<file path="src/rtl/enemy_wave_ctrl_if.sv">
// Signal bundle between the enemy wave controller and the enemy slot array.
// The master modport is the controller side; the slave modport is the slot array / game logic.
interface enemy_wave_ctrl_if #(
    parameter int N_ENEMY  = 8,
    parameter int MAX_WAVE = 7
);
    logic                              start;
    logic                              gameover;
    logic [N_ENEMY-1:0]                killed_all;
    logic [N_ENEMY-1:0]                spawned_all;
    logic [N_ENEMY-1:0]                spawn;
    logic                              clear;
    logic                              playing;
    logic [$clog2(MAX_WAVE+1)-1:0]     wave;
    logic [$clog2(N_ENEMY+1)-1:0]      alive_cnt;

    modport master (
        input  start, gameover, killed_all, spawned_all,
        output spawn, clear, playing, wave, alive_cnt
    );

    modport slave (
        output start, gameover, killed_all, spawned_all,
        input  spawn, clear, playing, wave, alive_cnt
    );
endinterface

</file>
<file path="src/rtl/enemy_wave_ctrl.sv">
// Enemy wave controller: game FSM, round-robin slot spawner with cooldown, kill tracking.
// Define WAVE_SCALING_EN to enable wave progression, cooldown scaling and the wave-based slot cap.
module enemy_wave_ctrl #(
    parameter int N_ENEMY        = 8,
    parameter int COOLDOWN       = 9_999_999,
    parameter int COOLDOWN_STEP  = 1_000_000,
    parameter int COOLDOWN_MIN   = 2_000_000,
    parameter int KILLS_PER_WAVE = 10,
    parameter int MAX_WAVE       = 7
) (
    input  logic               clk,
    input  logic               reset_n,
    enemy_wave_ctrl_if.master  bus
);
    localparam int PTR_W  = $clog2(N_ENEMY);
    localparam int CNT_W  = $clog2(N_ENEMY + 1);
    localparam int WAVE_W = $clog2(MAX_WAVE + 1);
    localparam int CD_W   = $clog2(COOLDOWN + 1);

    typedef enum logic [1:0] {S_OVER, S_CLEAR, S_GAME} state_t;

    state_t             r_state, w_state_nxt;
    logic               w_clear, w_playing;
    logic [N_ENEMY-1:0] r_free;
    logic [CNT_W-1:0]   r_alive;
    logic [PTR_W-1:0]   r_ptr;
    logic [CD_W-1:0]    r_cd;
    logic               r_hold_vld;
    logic [PTR_W-1:0]   r_hold_idx;

    logic               w_sel_found;
    logic [PTR_W-1:0]   w_sel_idx;
    logic [PTR_W-1:0]   w_spawn_idx;
    logic               w_spawn_vld;
    logic [N_ENEMY-1:0] w_spawn;
    logic               w_ack;
    logic [N_ENEMY-1:0] w_ack_mask;
    logic [N_ENEMY-1:0] w_kill;
    logic [CNT_W-1:0]   w_kill_n;
    logic               w_cap_ok;
    logic [CD_W-1:0]    w_cd_load;
    logic [CD_W-1:0]    w_cd_init;
    logic [WAVE_W-1:0]  w_wave;

    function automatic logic [CNT_W-1:0] f_popcnt(input logic [N_ENEMY-1:0] v);
        logic [CNT_W-1:0] c;
        c = '0;
        for (int i = 0; i < N_ENEMY; i++) c = c + CNT_W'(v[i]);
        return c;
    endfunction

    always_ff @(posedge clk or negedge reset_n) begin
        if (!reset_n) r_state <= S_OVER;
        else          r_state <= w_state_nxt;
    end

    always_comb begin
        w_state_nxt = r_state;
        w_clear     = 1'b0;
        w_playing   = 1'b0;
        case (r_state)
            S_OVER:  if (bus.start) w_state_nxt = S_CLEAR;
            S_CLEAR: begin
                w_clear     = 1'b1;
                w_state_nxt = S_GAME;
            end
            S_GAME: begin
                w_playing = 1'b1;
                if (bus.gameover) w_state_nxt = S_OVER;
            end
            default: w_state_nxt = S_OVER;
        endcase
    end

    // First free slot at or after the round-robin pointer, wrapping.
    always_comb begin
        logic [PTR_W:0] v_pos;
        w_sel_found = 1'b0;
        w_sel_idx   = '0;
        v_pos       = '0;
        for (int i = 0; i < N_ENEMY; i++) begin
            v_pos = {1'b0, r_ptr} + (PTR_W+1)'(i);
            if (v_pos >= (PTR_W+1)'(N_ENEMY)) v_pos = v_pos - (PTR_W+1)'(N_ENEMY);
            if (!w_sel_found && r_free[v_pos[PTR_W-1:0]]) begin
                w_sel_found = 1'b1;
                w_sel_idx   = v_pos[PTR_W-1:0];
            end
        end
    end

    // A pending request is latched so the one-hot stays stable until acknowledged.
    assign w_spawn_idx = r_hold_vld ? r_hold_idx : w_sel_idx;
    assign w_spawn_vld = w_playing &&
                         (r_hold_vld || ((r_cd == '0) && w_sel_found && w_cap_ok));
    assign w_spawn     = w_spawn_vld ? (N_ENEMY'(1) << w_spawn_idx) : '0;
    assign w_ack       = w_spawn_vld && (|(bus.spawned_all & w_spawn));
    assign w_ack_mask  = w_ack ? w_spawn : '0;
    assign w_kill      = bus.killed_all & ~r_free & ~w_ack_mask;
    assign w_kill_n    = f_popcnt(w_kill);

`ifdef WAVE_SCALING_EN
    localparam int KC_W = $clog2(KILLS_PER_WAVE + N_ENEMY + 1);

    logic [WAVE_W-1:0] r_wave, w_wave_nxt;
    logic [KC_W-1:0]   r_kill_cnt, w_kc_sum, w_kc_nxt;

    // max(COOLDOWN - w*COOLDOWN_STEP, COOLDOWN_MIN) without unsigned underflow.
    function automatic logic [CD_W-1:0] f_cooldown(input logic [WAVE_W-1:0] w);
        logic [63:0] v_red, v_cd;
        v_red = 64'(w) * 64'(COOLDOWN_STEP);
        if (v_red >= 64'(COOLDOWN)) begin
            v_cd = 64'(COOLDOWN_MIN);
        end else begin
            v_cd = 64'(COOLDOWN) - v_red;
            if (v_cd < 64'(COOLDOWN_MIN)) v_cd = 64'(COOLDOWN_MIN);
        end
        return v_cd[CD_W-1:0];
    endfunction

    always_comb begin
        w_kc_sum   = r_kill_cnt + KC_W'(w_kill_n);
        w_kc_nxt   = w_kc_sum;
        w_wave_nxt = r_wave;
        if (w_kc_sum >= KC_W'(KILLS_PER_WAVE)) begin
            w_kc_nxt = w_kc_sum - KC_W'(KILLS_PER_WAVE);
            if (r_wave != WAVE_W'(MAX_WAVE)) w_wave_nxt = r_wave + WAVE_W'(1);
        end
        if (int'(r_wave) + 2 < N_ENEMY) w_cap_ok = int'(r_alive) < int'(r_wave) + 2;
        else                            w_cap_ok = int'(r_alive) < N_ENEMY;
        w_cd_load = f_cooldown(w_wave_nxt);
        w_cd_init = f_cooldown('0);
    end

    always_ff @(posedge clk or negedge reset_n) begin
        if (!reset_n) begin
            r_wave     <= '0;
            r_kill_cnt <= '0;
        end else if (r_state == S_CLEAR) begin
            r_wave     <= '0;
            r_kill_cnt <= '0;
        end else if (r_state == S_GAME && !bus.gameover) begin
            r_wave     <= w_wave_nxt;
            r_kill_cnt <= w_kc_nxt;
        end
    end

    assign w_wave = r_wave;
`else
    localparam int unused_cfg = COOLDOWN_STEP + COOLDOWN_MIN + KILLS_PER_WAVE;

    assign w_cap_ok  = int'(r_alive) < N_ENEMY;
    assign w_cd_load = CD_W'(COOLDOWN);
    assign w_cd_init = CD_W'(COOLDOWN);
    assign w_wave    = '0;
`endif

    always_ff @(posedge clk or negedge reset_n) begin
        if (!reset_n) begin
            r_free     <= '1;
            r_alive    <= '0;
            r_ptr      <= '0;
            r_cd       <= '0;
            r_hold_vld <= 1'b0;
            r_hold_idx <= '0;
        end else begin
            case (r_state)
                S_CLEAR: begin
                    r_free     <= '1;
                    r_alive    <= '0;
                    r_cd       <= w_cd_init;
                    r_hold_vld <= 1'b0;
                end
                S_GAME: begin
                    if (bus.gameover) begin
                        r_hold_vld <= 1'b0;
                    end else begin
                        r_free     <= (r_free | w_kill) & ~w_ack_mask;
                        r_alive    <= r_alive + CNT_W'(w_ack) - w_kill_n;
                        r_hold_vld <= w_spawn_vld && !w_ack;
                        r_hold_idx <= w_spawn_idx;
                        if (w_ack) begin
                            r_cd <= w_cd_load;
                            if (w_spawn_idx == PTR_W'(N_ENEMY - 1)) r_ptr <= '0;
                            else                                    r_ptr <= w_spawn_idx + PTR_W'(1);
                        end else if (r_cd != '0) begin
                            r_cd <= r_cd - CD_W'(1);
                        end
                    end
                end
                default: r_hold_vld <= 1'b0;
            endcase
        end
    end

    assign bus.spawn     = w_spawn;
    assign bus.clear     = w_clear;
    assign bus.playing   = w_playing;
    assign bus.wave      = w_wave;
    assign bus.alive_cnt = r_alive;

endmodule

</file>
<file path="src/flat_wrapper.sv">
// flat-port wrapper written by rule: the top's interface ports become plain ports
module enemy_wave_ctrl_flat 
#(
    parameter int N_ENEMY        = 8,
    parameter int COOLDOWN       = 9_999_999,
    parameter int COOLDOWN_STEP  = 1_000_000,
    parameter int COOLDOWN_MIN   = 2_000_000,
    parameter int KILLS_PER_WAVE = 10,
    parameter int MAX_WAVE       = 7
)
  (clk, reset_n, bus_start, bus_gameover, bus_killed_all, bus_spawned_all, bus_spawn, bus_clear, bus_playing, bus_wave, bus_alive_cnt);
  enemy_wave_ctrl_if #(.N_ENEMY(N_ENEMY), .MAX_WAVE(MAX_WAVE)) bus_i ();
  input  logic clk;
  input  logic reset_n;
  input wire logic [$bits(bus_i.start)-1:0] bus_start;
  input wire logic [$bits(bus_i.gameover)-1:0] bus_gameover;
  input wire logic [$bits(bus_i.killed_all)-1:0] bus_killed_all;
  input wire logic [$bits(bus_i.spawned_all)-1:0] bus_spawned_all;
  output wire logic [$bits(bus_i.spawn)-1:0] bus_spawn;
  output wire logic [$bits(bus_i.clear)-1:0] bus_clear;
  output wire logic [$bits(bus_i.playing)-1:0] bus_playing;
  output wire logic [$bits(bus_i.wave)-1:0] bus_wave;
  output wire logic [$bits(bus_i.alive_cnt)-1:0] bus_alive_cnt;
  assign bus_i.start = bus_start;
  assign bus_i.gameover = bus_gameover;
  assign bus_i.killed_all = bus_killed_all;
  assign bus_i.spawned_all = bus_spawned_all;
  assign bus_spawn = bus_i.spawn;
  assign bus_clear = bus_i.clear;
  assign bus_playing = bus_i.playing;
  assign bus_wave = bus_i.wave;
  assign bus_alive_cnt = bus_i.alive_cnt;
  enemy_wave_ctrl #(.N_ENEMY(N_ENEMY), .COOLDOWN(COOLDOWN), .COOLDOWN_STEP(COOLDOWN_STEP), .COOLDOWN_MIN(COOLDOWN_MIN), .KILLS_PER_WAVE(KILLS_PER_WAVE), .MAX_WAVE(MAX_WAVE)) u_core (.clk(clk), .reset_n(reset_n), .bus(bus_i));
endmodule
</file>
<file path="config.mk">
export PLATFORM = sky130hd
export DESIGN_NAME = enemy_wave_ctrl_flat
export DESIGN_NICKNAME = d
export VERILOG_FILES = /design/src/rtl/enemy_wave_ctrl_if.sv /design/src/rtl/enemy_wave_ctrl.sv /design/src/flat_wrapper.sv
export SDC_FILE = /design/constraint.sdc
export NUM_CORES = 1
export LEC_CHECK = 0
export CORE_AREA = 2 2 76 114
export DETAILED_ROUTE_END_ITERATION = 10
export DIE_AREA = 0 0 78 116
export GPL_TIMING_DRIVEN = 1
export PLACE_DENSITY = 0.84
export REMOVE_ABC_BUFFERS = 1
export SLEW_MARGIN = 20
export SYNTH_ARGS = -nofsm -noshare
export SYNTH_HDL_FRONTEND = slang
export SYNTH_SLANG_ARGS = --single-unit
</file>
<file path="constraint.sdc">
create_clock -name clk -period 6.63 [get_ports clk]
set_input_delay 0.663 -clock clk [delete_from_list [all_inputs] [get_ports clk]]
set_output_delay 0.663 -clock clk [all_outputs]
set_load 0.05 [all_outputs]
</file>
==> Word level (Yosys, flattened, before mapping) <==
Cells that the tools add are included.
{ "op_classes": {"addsub": 26, "order_cmp": 17, "eq_ne": 7, "shifts": 1, "mux": 59, "bitwise_logic": 8, "reduce_logical": 31} }
{ "ops": {"columns": ["op", "count"], "rows": [
  ["24-bit 2-to-1 mux", 3],
  ["3-bit 2-to-1 mux", 18],
  ["24-bit case mux with 2 select lines", 1],
  ["8-bit AND", 4],
  ["3-bit by 4-bit less-than comparator with 1-bit output (second input constant)", 8],
  ["4-bit by 1-bit adder with 4-bit output", 7],
  ["4-bit >= comparator (second input constant)", 7],
  ["1-bit binary-select mux with 3-bit select", 8],
  ["24-bit logical NOT", 1],
  ["8-bit 2-to-1 mux", 3],
  ["24-bit nonzero test", 1],
  ["24-bit by 1-bit subtractor with 24-bit output (second input constant)", 1],
  ["3-bit by 1-bit subtractor with 3-bit output (second input constant)", 8],
  ["1-bit 2-to-1 mux", 20],
  ["3-bit by 3-bit adder with 4-bit output (second input constant)", 4],
  ["8-bit inverter", 2],
  ["8-bit case mux with 2 select lines", 1],
  ["1-bit logical AND", 12],
  ["3-bit by 2-bit adder with 4-bit output (second input constant)", 2],
  ["1-bit logical NOT", 8],
  ["8-bit bitwise OR", 1],
  ["4-bit case mux with 2 select lines", 1],
  ["8-bit OR reduction", 1],
  ["1-bit by 3-bit left shift with 8-bit output (first input constant)", 1],
  ["other kinds (20)", 26]
]} }
{ "word_totals": {"regBits": 45, "elab_cells": 156} }

==> Logic depth before layout (Yosys ltp) <==
Gate-level depths: netlist of the first run.
{ "depth": {"word_depth": 47, "depth_mapped": 36, "depth_no_buf": 32} }

==> Worst setup path before layout of the first run <==
No wires, ideal clock.
{ "synth_path": {"kind": "reg2reg", "from": "reg u_core.r_ptr[1]", "to": "reg u_core.r_alive[3] (netlist: u_core.bus.alive_cnt[3])", "setup_ns": 0.149, "arrival_time_ns": 7.119, "required_time_ns": 6.481, "setup_slack_ns": -0.639, "stages_incl_launch_ff": 34, "period_less_slack_ns": 7.269, "path_cell_list": "dfrtp_1 buf_2 inv_1 clkbuf_1 ha_1 buf_2 clkinv_1 mux4_2 nor2b_1 nand3_1 o21ai_0 o211a_1 a21oi_1 inv_1 ha_1 ha_1 nand2_1 nand2_1 a221oi_1 nor2_2 nor2_1 o21ai_0 fa_1 fa_1 inv_1 fa_1 inv_1 fa_1 ha_1 xor2_1 xnor2_1 nand2_1 nand3_1 o21ai_0"} }
{ "synth_between": {"elab_cells_between_ends": 101} }
{ "synth_lines": {"columns": ["element", "line_no", "text"], "rows": [
  ["from (decl)", "enemy_wave_ctrl.sv:26", "logic [PTR_W-1:0] r_ptr;"],
  ["from (signal assigned)", "enemy_wave_ctrl.sv:184", "else r_ptr <= w_spawn_idx + PTR_W'(1);"],
  ["branches (longest 25 deep; another with 3-bit by 1-bit adder with 4-bit output)", null, null],
  ["3-bit 2-to-1 mux (*)", "enemy_wave_ctrl.sv:84", "if (!w_sel_found && r_free[v_pos[PTR_W-1:0]]) begin"],
  ["3-bit 2-to-1 mux (*)", "enemy_wave_ctrl.sv:92", "assign w_spawn_idx = r_hold_vld ? r_hold_idx : w_sel_idx;"],
  ["named net u_core.w_spawn_idx[0]", "enemy_wave_ctrl.sv:33", "logic [PTR_W-1:0] w_spawn_idx;"],
  ["1-bit by 3-bit left shift with 8-bit output (*)", "enemy_wave_ctrl.sv:95", "assign w_spawn = w_spawn_vld ? (N_ENEMY'(1) << w_spawn_idx) : '0;"],
  ["8-bit 2-to-1 mux (*)", "enemy_wave_ctrl.sv:95", null],
  ["8-bit AND", "enemy_wave_ctrl.sv:96", "assign w_ack = w_spawn_vld && (|(bus.spawned_all & w_spawn));"],
  ["8-bit OR reduction", "enemy_wave_ctrl.sv:96", null],
  ["1-bit logical AND", "enemy_wave_ctrl.sv:96", null],
  ["8-bit 2-to-1 mux", "enemy_wave_ctrl.sv:97", "assign w_ack_mask = w_ack ? w_spawn : '0;"],
  ["8-bit inverter", "enemy_wave_ctrl.sv:98", "assign w_kill = bus.killed_all & ~r_free & ~w_ack_mask;"],
  ["8-bit AND", "enemy_wave_ctrl.sv:98", null],
  ["1-bit by 1-bit adder with 2-bit output", "enemy_wave_ctrl.sv:48", "for (int i = 0; i < N_ENEMY; i++) c = c + CNT_W'(v[i]);"],
  ["4-bit by 1-bit adder with 4-bit output (6 in series)", "enemy_wave_ctrl.sv:48", null],
  ["4-bit subtractor (*)", "enemy_wave_ctrl.sv:178", "r_alive <= r_alive + CNT_W'(w_ack) - w_kill_n;"],
  ["4-bit 2-to-1 mux (*)", "enemy_wave_ctrl.sv:174", "if (bus.gameover) begin"],
  ["4-bit case mux with 2 select lines (*)", "enemy_wave_ctrl.sv:166", "case (r_state)"],
  ["to (signal assigned)", "enemy_wave_ctrl.sv:178", null],
  ["to (decl)", "enemy_wave_ctrl.sv:25", "logic [CNT_W-1:0] r_alive;"]
]} }
Mark *: on every way through the listed nets, which the timed path passes. The select of a mux whose other input is x is not followed.
A chain may end at the register's enable or synchronous reset.

==> Worst setup path after layout of the first run <==
{ "layout_path": {"from": "reg u_core.r_ptr[0]", "to": "reg u_core.r_alive[3] (netlist: u_core.bus.alive_cnt[3])"} }
The elaborated chain is that of the path after synthesis.

==> results of run 1 <==
-- power by group --
group          internal [mW]  total, mW  switching (mW)
Combinational         0.0781      0.300           0.222
Clock                  0.188      0.292           0.104
Sequential             0.290      0.302          0.0116
-- path summary, 6_finish.rpt --
path | endpoint | slack, ns | startpoint
min in group clk | u_core.r_hold_idx[2] | 0.48 | u_core.r_hold_idx[2]
hold reg to reg | u_core.r_hold_idx[2] | 0.48 | u_core.r_hold_idx[2]
max in group asynchronous | u_core.r_ptr[0] | 5.81 | reset_n
setup reg to reg | u_core.bus.alive_cnt[3] | 0.30 | u_core.r_ptr[0]
setup / recovery | u_core.bus.alive_cnt[3] | 0.30 | u_core.r_ptr[0]
hold / removal | u_core.r_cd[8] | 0.37 | reset_n
-- metal layers --
| layer | wire length, um | GRT usage, % |
|---|---|---|
| met3 | 749 | 3.583 |
| met1 | 4485 | 31.22 |
| met2 | 6041 | 44.31 |
| met5 | 0 | 0 |
| met4 | 606 | 13.92 |
-- final cells by class --
cell class	instances	area share [%]
repair buffers	64	11.27
flip-flops and latches	45	22.23
multi-input cells	362	57.91
inverters	35	2.641
clock inverters	1	0.5869
well taps	105	2.568
clock buffers	7	2.788
-- cell usage after synthesis, drive strengths merged, types with 3 or more instances --
master    n  share of area (%)
a31oi     7                1.0
nand2b    8                1.2
a221oi    6                1.3
o2111a    4                1.1
nor3     16                2.6
nor4      4               0.60
mux2i    23                5.5
o2bb2ai   4                1.3
o221ai    4                1.6
a211oi    4                1.0
and2      5               0.78
nor2b     5               0.75
nand3b    3               0.54
ha       19                5.7
a21oi    35                4.2
nand2    30                2.7
inv      33                3.0
nor2     43                4.1
dfrtp    37                 22
clkbuf   10               0.90
a22o      4               0.84
or4       4               0.72
fa        6                2.9
nand3    12                1.6
a22oi     3               0.54
buf      14                2.4
mux2     15                4.0
or3      12                1.9
and3     10                1.5
o21ai    34                4.1
mux4     10                5.4
dfstp     8                5.0
-- logic make-up after synthesis --
group	count (synthesis)	share of synthesized area [%]
and+or+nand+nor	154	19.46
adders and majority gates	25	8.537
buffers and inverters	59	6.448
AOI/OAI and AO/OA	127	22.45
other	1	0.08947
DFF	45	27.10
xor gates and xnor gates	4	1.015
muxes	48	14.90
-- timing repair --
| item | 4_1_cts | 5_1_grt |
|---|---|---|
| hold buffers | 0 | 0 |
| gates resized for setup | 12 | 31 |
| pin swaps | 3 | 18 |
| gates cloned | 1 | 0 |
| setup buffers | 3 | 8 |
| endpoints found under the setup margin | 2 | 2 |
-- metrics by stage --
step / hold WS, ns / utilization (%) / TNS [ns] / std cells / worst slack (ns)
6_report: 0.3666 / 63.89 / 0 / 619 / 0.2987
5_1_grt: 0.4346 / 63.89 / -0.01653 / 619 / -0.01653
4_1_cts: 0.4848 / 61.75 / 0 / 611 / 0.002756
3_5_place_dp: 0.4710 / 58.44 / -0.3720 / 599 / -0.3501
3_3_place_gp: 0.4652 / 58.44 / -0.03158 / 599 / -0.03158
2_1_floorplan: 0.3674 / - / -1.542 / 441 / -0.8215
-- sequential cells by signal (all words and copies together) (netlist names) --
register / cells
u_core.r_cd: 24
u_core.r_free: 8
u_core.bus.alive_cnt: 4
u_core.r_hold_idx: 3
u_core.r_ptr: 3
u_core.r_state: 2
u_core.r_hold_vld: 1
-- worst max-delay path: cells and delay by family (launching register included) --
family | cells | cell delay, ns
adder cells (fa/ha/maj) | 8 | 2.47
AO/OA/AOI/OAI | 6 | 1.09
AND/OR/NAND/NOR | 9 | 0.87
multiplexers | 3 | 0.76
flip-flops | 1 | 0.44
XOR/XNOR | 2 | 0.30
buffers and inverters | 3 | 0.27
==> summary.md, run 1 <==
| Metric | Value |
|---|---|
| Power Dens Cells | `174.7 nW/um^2` |
| Register area | `between 1000 and 1500 um^2` |
| Total CTS buffers | `5` |
| Root Buffer | `clkbuf_16` |
| H-Tree Depth | `2` |
| Worst-path fanout max | `9` |
| CTS tree | `yes` |
| Die height | `116 um` |
| Placeable Area | `8008 um^2` |
| CP max-delay cell | `fa_2` |
| Vias in the first global route | `3,858` |
| Grt ovf | `0` |
| Worst Path Arrival | `6.50 ns` |
| RD Place Congestion | `0.9789` |
| Slew @ Worst Pin | `1.170 ns` |
| Synthesized area per cell | `9.053 um^2` |
| Leak | `1.963 nW` |
| Status | `finished, final reports clean` |
| Clock sink count | `45` |
| Post-synthesis sequential area ratio | `27.10%` |
| Max transition margin | `a little over a fifth` |
| Most common cell after layout, fill and taps aside | `nor2_1` |
| Critical Path End Type | `flop` |
| Area Overhead vs Synth | `22.06%` |
| Antenna viol nets, final | `0` |
| Most frequent cells in the layout | `nor2_1 (38), dfrtp_1 (36), a21oi_1 (32), clkdlybuf4s50_1 (32)` |
| Boundary pin count | `37` |
| Initial Util | `a little over half` |
| Max_cap viols | `0` |
| Async SR Flop Fraction | `between 90% and 100%` |
| Post-DR wirelength/cell | `19.20 um` |
| Setup Skew | `~0.0030 ns` |
| DIE WIDTH | `78 um` |
| Full die area | `9048 um^2` |
| First-pass GRT wire length | `between 15,000 and 20,000 um` |
| Worst VDD drop | `0.0002244 V` |
| Largest stage delay, worst path | `0.55 ns` |
| Fill cells | `636` |
| Register-to-Register Path Depth | `31` |
| Fmax | `roughly 160 MHz` |
| Post-synth EDFFs | `0` |
| Startpoint Class | `flop` |
| Yosys warning count | `0` |
| DR vias/cell | `6.451` |
| Endpoints failing setup | `0` |
| ANT cells | `0` |
| Mapped cell area | `between 4000 and 5000 um^2` |
| DRT Pass-1 Iters | `5` |
| Detailed Route Iter0 Violations | `between 300 and 400` |
| Final Power | `around 0.89 mW` |
| Placement Cell Area | `roughly 4700 um^2` |
| Largest net degree at the start of global routing | `46` |
| Site Rows | `40` |
| Placed wire-length estimate | `8326 um` |
| Final min period | `6.331 ns` |
| DRC | `0` |
| Port Buffers | `33` |
| Crit Path Class | `reg2reg` |
| Share of cells above drive strength 1 | `approximately a quarter` |
| Final instance area | `a little over 5000 um^2` |
| Fin nets | `558` |
| Slew Limit Fails | `0` |
| Via count of the routed design | `3,993` |
| Hold WC Path Type | `in2async` |
| Area occupied by multi-input gates | `2963 um^2` |
| Clock insertion delay at the later pin of the skew report | `between 0.2 and 0.3 ns` |
| Predominant post-synthesis flop cell | `dfrtp_1` |
| Initial antenna violation count | `0` |
| Final Hold Viols | `0` |
| Clock transition at path regs | `about 0.060 ns` |
| Crit share post-route | `95.49%` |
| Maximum root-to-sink buffer count | `2` |
| Drt total wl | `between 10,000 and 15,000 um` |
| GRT Util Overall | `approximately 26%` |
| Crit path required time | `6.80 ns` |
| Post-Synthesis Cells | `463` |
| Seq cells post-synth | `45` |
| Netlist cell types | `73` |
Note: power is estimated with default switching activity, not from simulation.
==> inputs of run 2 (changes only) <==
CAP_MARGIN = 20   (was default)
==> run 2 against run 1 <==
Net effect: global-route usage is the same; power grew 0.49%; critical path type unchanged; maximum frequency shrank 0.20%; clock skew shrank 0.00059 ns; first-iteration DRC count shrank 21%.
==> summary.md, run 2 (synthesis gave the netlist of run 1 again) <==
| Metric | Value |
|---|---|
| Fmax | `157.6 MHz` |
| Final Hold Viols | `0` |
| Grt ovf | `0` |
| Power Internal | `between 0.5 and 0.6 mW` |
| Crit Path Class | `reg2reg` |
| Crit share post-route | `95.68%` |
| Setup TNS | `0 ns` |
| Final core utilization | `63.27%` |
| Switching fraction of total power | `37.89%` |
| Largest stage delay, worst path | `between 0.5 and 0.6 ns` |
| ANT cells | `0` |
| Hold Slack | `~0.37 ns` |
| Placeable Area | `roughly 8000 um^2` |
| Boundary pin count | `37` |
| Register-to-Register Path Depth | `31` |
| CTS tree | `yes` |
| Hold WC Path Type | `in2async` |
| Largest net degree at the start of global routing | `46` |
| Max transition margin | `around 47%` |
| Final min period | `6.344 ns` |
| Worst flop-to-flop path endpoint | `u_core.bus.alive_cnt[3]` |
| Gate power share | `33.7%` |
| Place WS | `-0.3501 ns` |
| Max_cap viols | `0` |
| Sw power | `0.3403 mW` |
| Inst Count DP | `599` |
| Fin nets | `556` |
| Final instance area | `just over 5000 um^2` |
| Drt total wl | `about 12,000 um` |
| Worst Path Arrival | `6.51 ns` |
| Worst-path fanout max | `9` |
| Most frequent cells in the layout | `nor2_1 (38), dfrtp_1 (36), a21oi_1 (34), clkdlybuf4s50_1 (32), inv_1 (31)` |
| Placed wire-length estimate | `8326 um` |
| Die height | `116 um` |
| Status | `finished, final reports clean` |
| Share of cells above drive strength 1 | `between 20% and 30%` |
| Setup Skew | `0.002402 ns` |
| Clock sink count | `45` |
| Most common cell after layout, fill and taps aside | `nor2_1` |
| Via count of the routed design | `just under 4,000` |
| Final Non-Filler Cells | `just over 600` |
| Final Power | `between 0.8 and 0.9 mW` |
| Area Overhead vs Synth | `20.87%` |
| DRT Pass-1 Iters | `5` |
| Worst VDD drop | `roughly 0.00021 V` |
| Port Buffers | `33` |
| Initial Util | `a little over half` |
| Clock transition at path regs | `0.06 ns` |
| Crit path required time | `6.79 ns` |
| CP max-delay cell | `fa_2` |
| Startpoint Class | `flop` |
| Leak | `~2.0 nW` |
| RD Place Congestion | `between 0.9 and 1` |
| Buf/Inv on CP | `4` |
| Slew Limit Fails | `0` |
| Fill cells | `637` |
| GRT Util Overall | `25.75%` |
| DRC | `0` |
| Max reg flops | `24` |
| Post-DR wirelength/cell | `18.85 um` |
| Maximum root-to-sink buffer count | `2` |
| Clock power frac | `32.7%` |
| First-pass GRT wire length | `~19,000 um` |
| DR vias/cell | `6.426` |
| Total CTS buffers | `5` |
| Full die area | `about 9000 um^2` |
| Initial antenna violation count | `0` |
| H-Tree Depth | `2` |
| Worst setup margin | `around 0.29 ns` |
| Endpoints failing setup | `0` |
| CP top delay family | `adder cells` |
| Site Rows | `40` |
| Reg2reg start | `u_core.r_ptr[0]` |
| Placement Cell Area | `4679 um^2` |
| DIE WIDTH | `78 um` |
| Seq pwr share | `about a third` |
| Detailed Route Iter0 Violations | `287` |
| # hold bufs at CTS | `0` |
| Antenna viol nets, final | `0` |
| Clock insertion delay at the later pin of the skew report | `0.29 ns` |
| Most Frequent Cell on Critical Path | `ha_2` |
| Biggest register | `u_core.r_cd` |
| Slew @ Worst Pin | `0.7894 ns` |
| Vias in the first global route | `3,858` |
| Critical Path End Type | `flop` |
| Root Buffer | `clkbuf_16` |
| Power Dens Cells | `177.3 nW/um^2` |
| R2R Setup Slk | `0.29 ns` |
-- run 2: worst max-delay path by stage --
| stage | startpoint | endpoint | slack, ns | cells past startpoint |
|---|---|---|---|---|
| after global placement | u_core.r_ptr[0] | u_core.bus.alive_cnt[3] | -0.03 | 31 |
| after CTS | u_core.r_ptr[0] | u_core.bus.alive_cnt[3] | 0.003 | 31 |
| final | u_core.r_ptr[0] | u_core.bus.alive_cnt[3] | 0.29 | 31 |
| after detailed placement | u_core.r_ptr[0] | u_core.bus.alive_cnt[3] | -0.35 | 31 |
| after global routing | u_core.r_ptr[0] | u_core.bus.alive_cnt[3] | -0.03 | 31 |
| after floorplan | u_core.r_ptr[0] | u_core.bus.alive_cnt[3] | -0.82 | 30 |
-- run 2: worst register-to-register path, delay by kind of cell, from the launching register on --
kind	cells	cell delay (ns)
multiplexers	2	0.65
AO/OA/AOI/OAI	6	1.16
buffers and inverters	4	0.36
flip-flops	1	0.44
adder cells (fa/ha/maj)	8	2.51
XOR/XNOR	2	0.30
AND/OR/NAND/NOR	9	0.81
-- run 2: cell type report --
class                           count  area, um^2  area share [%]
Sequential cell                    45        1137           22.45
Inverter                           35       135.1           2.667
Clock buffer                        7       142.6           2.816
Tap cell                          105       131.4           2.593
Clock inverter                      1       30.03          0.5927
Multi-Input combinational cell    362        2928           57.79
Timing Repair Buffer               62       561.8           11.09
-- run 2: layer usage --
metal	share of wire, %	up-vias	track usage, %
met4	4.9	0	13.92
met3	5.6	45	3.583
li1	-	1807	-
met1	39	1931	31.22
met2	51	182	44.31
met5	0	-	0
-- run 2: power groups by stage --
stage	registers [mW]	clock network, mW	logic, mW
final	0.302	0.293	0.303
after detailed placement	0.307	0	0.290
after CTS	0.302	0.297	0.296
after global placement	0.306	0	0.285
after global routing	0.304	0.305	0.325
after floorplan	0.305	0	0.197
-- run 2: what timing repair did --
item,4_1_cts,5_1_grt
setup endpoints to repair,2,2
gates cloned,1,0
gates resized for setup,12,21
pin swaps,3,7
setup buffers,3,5
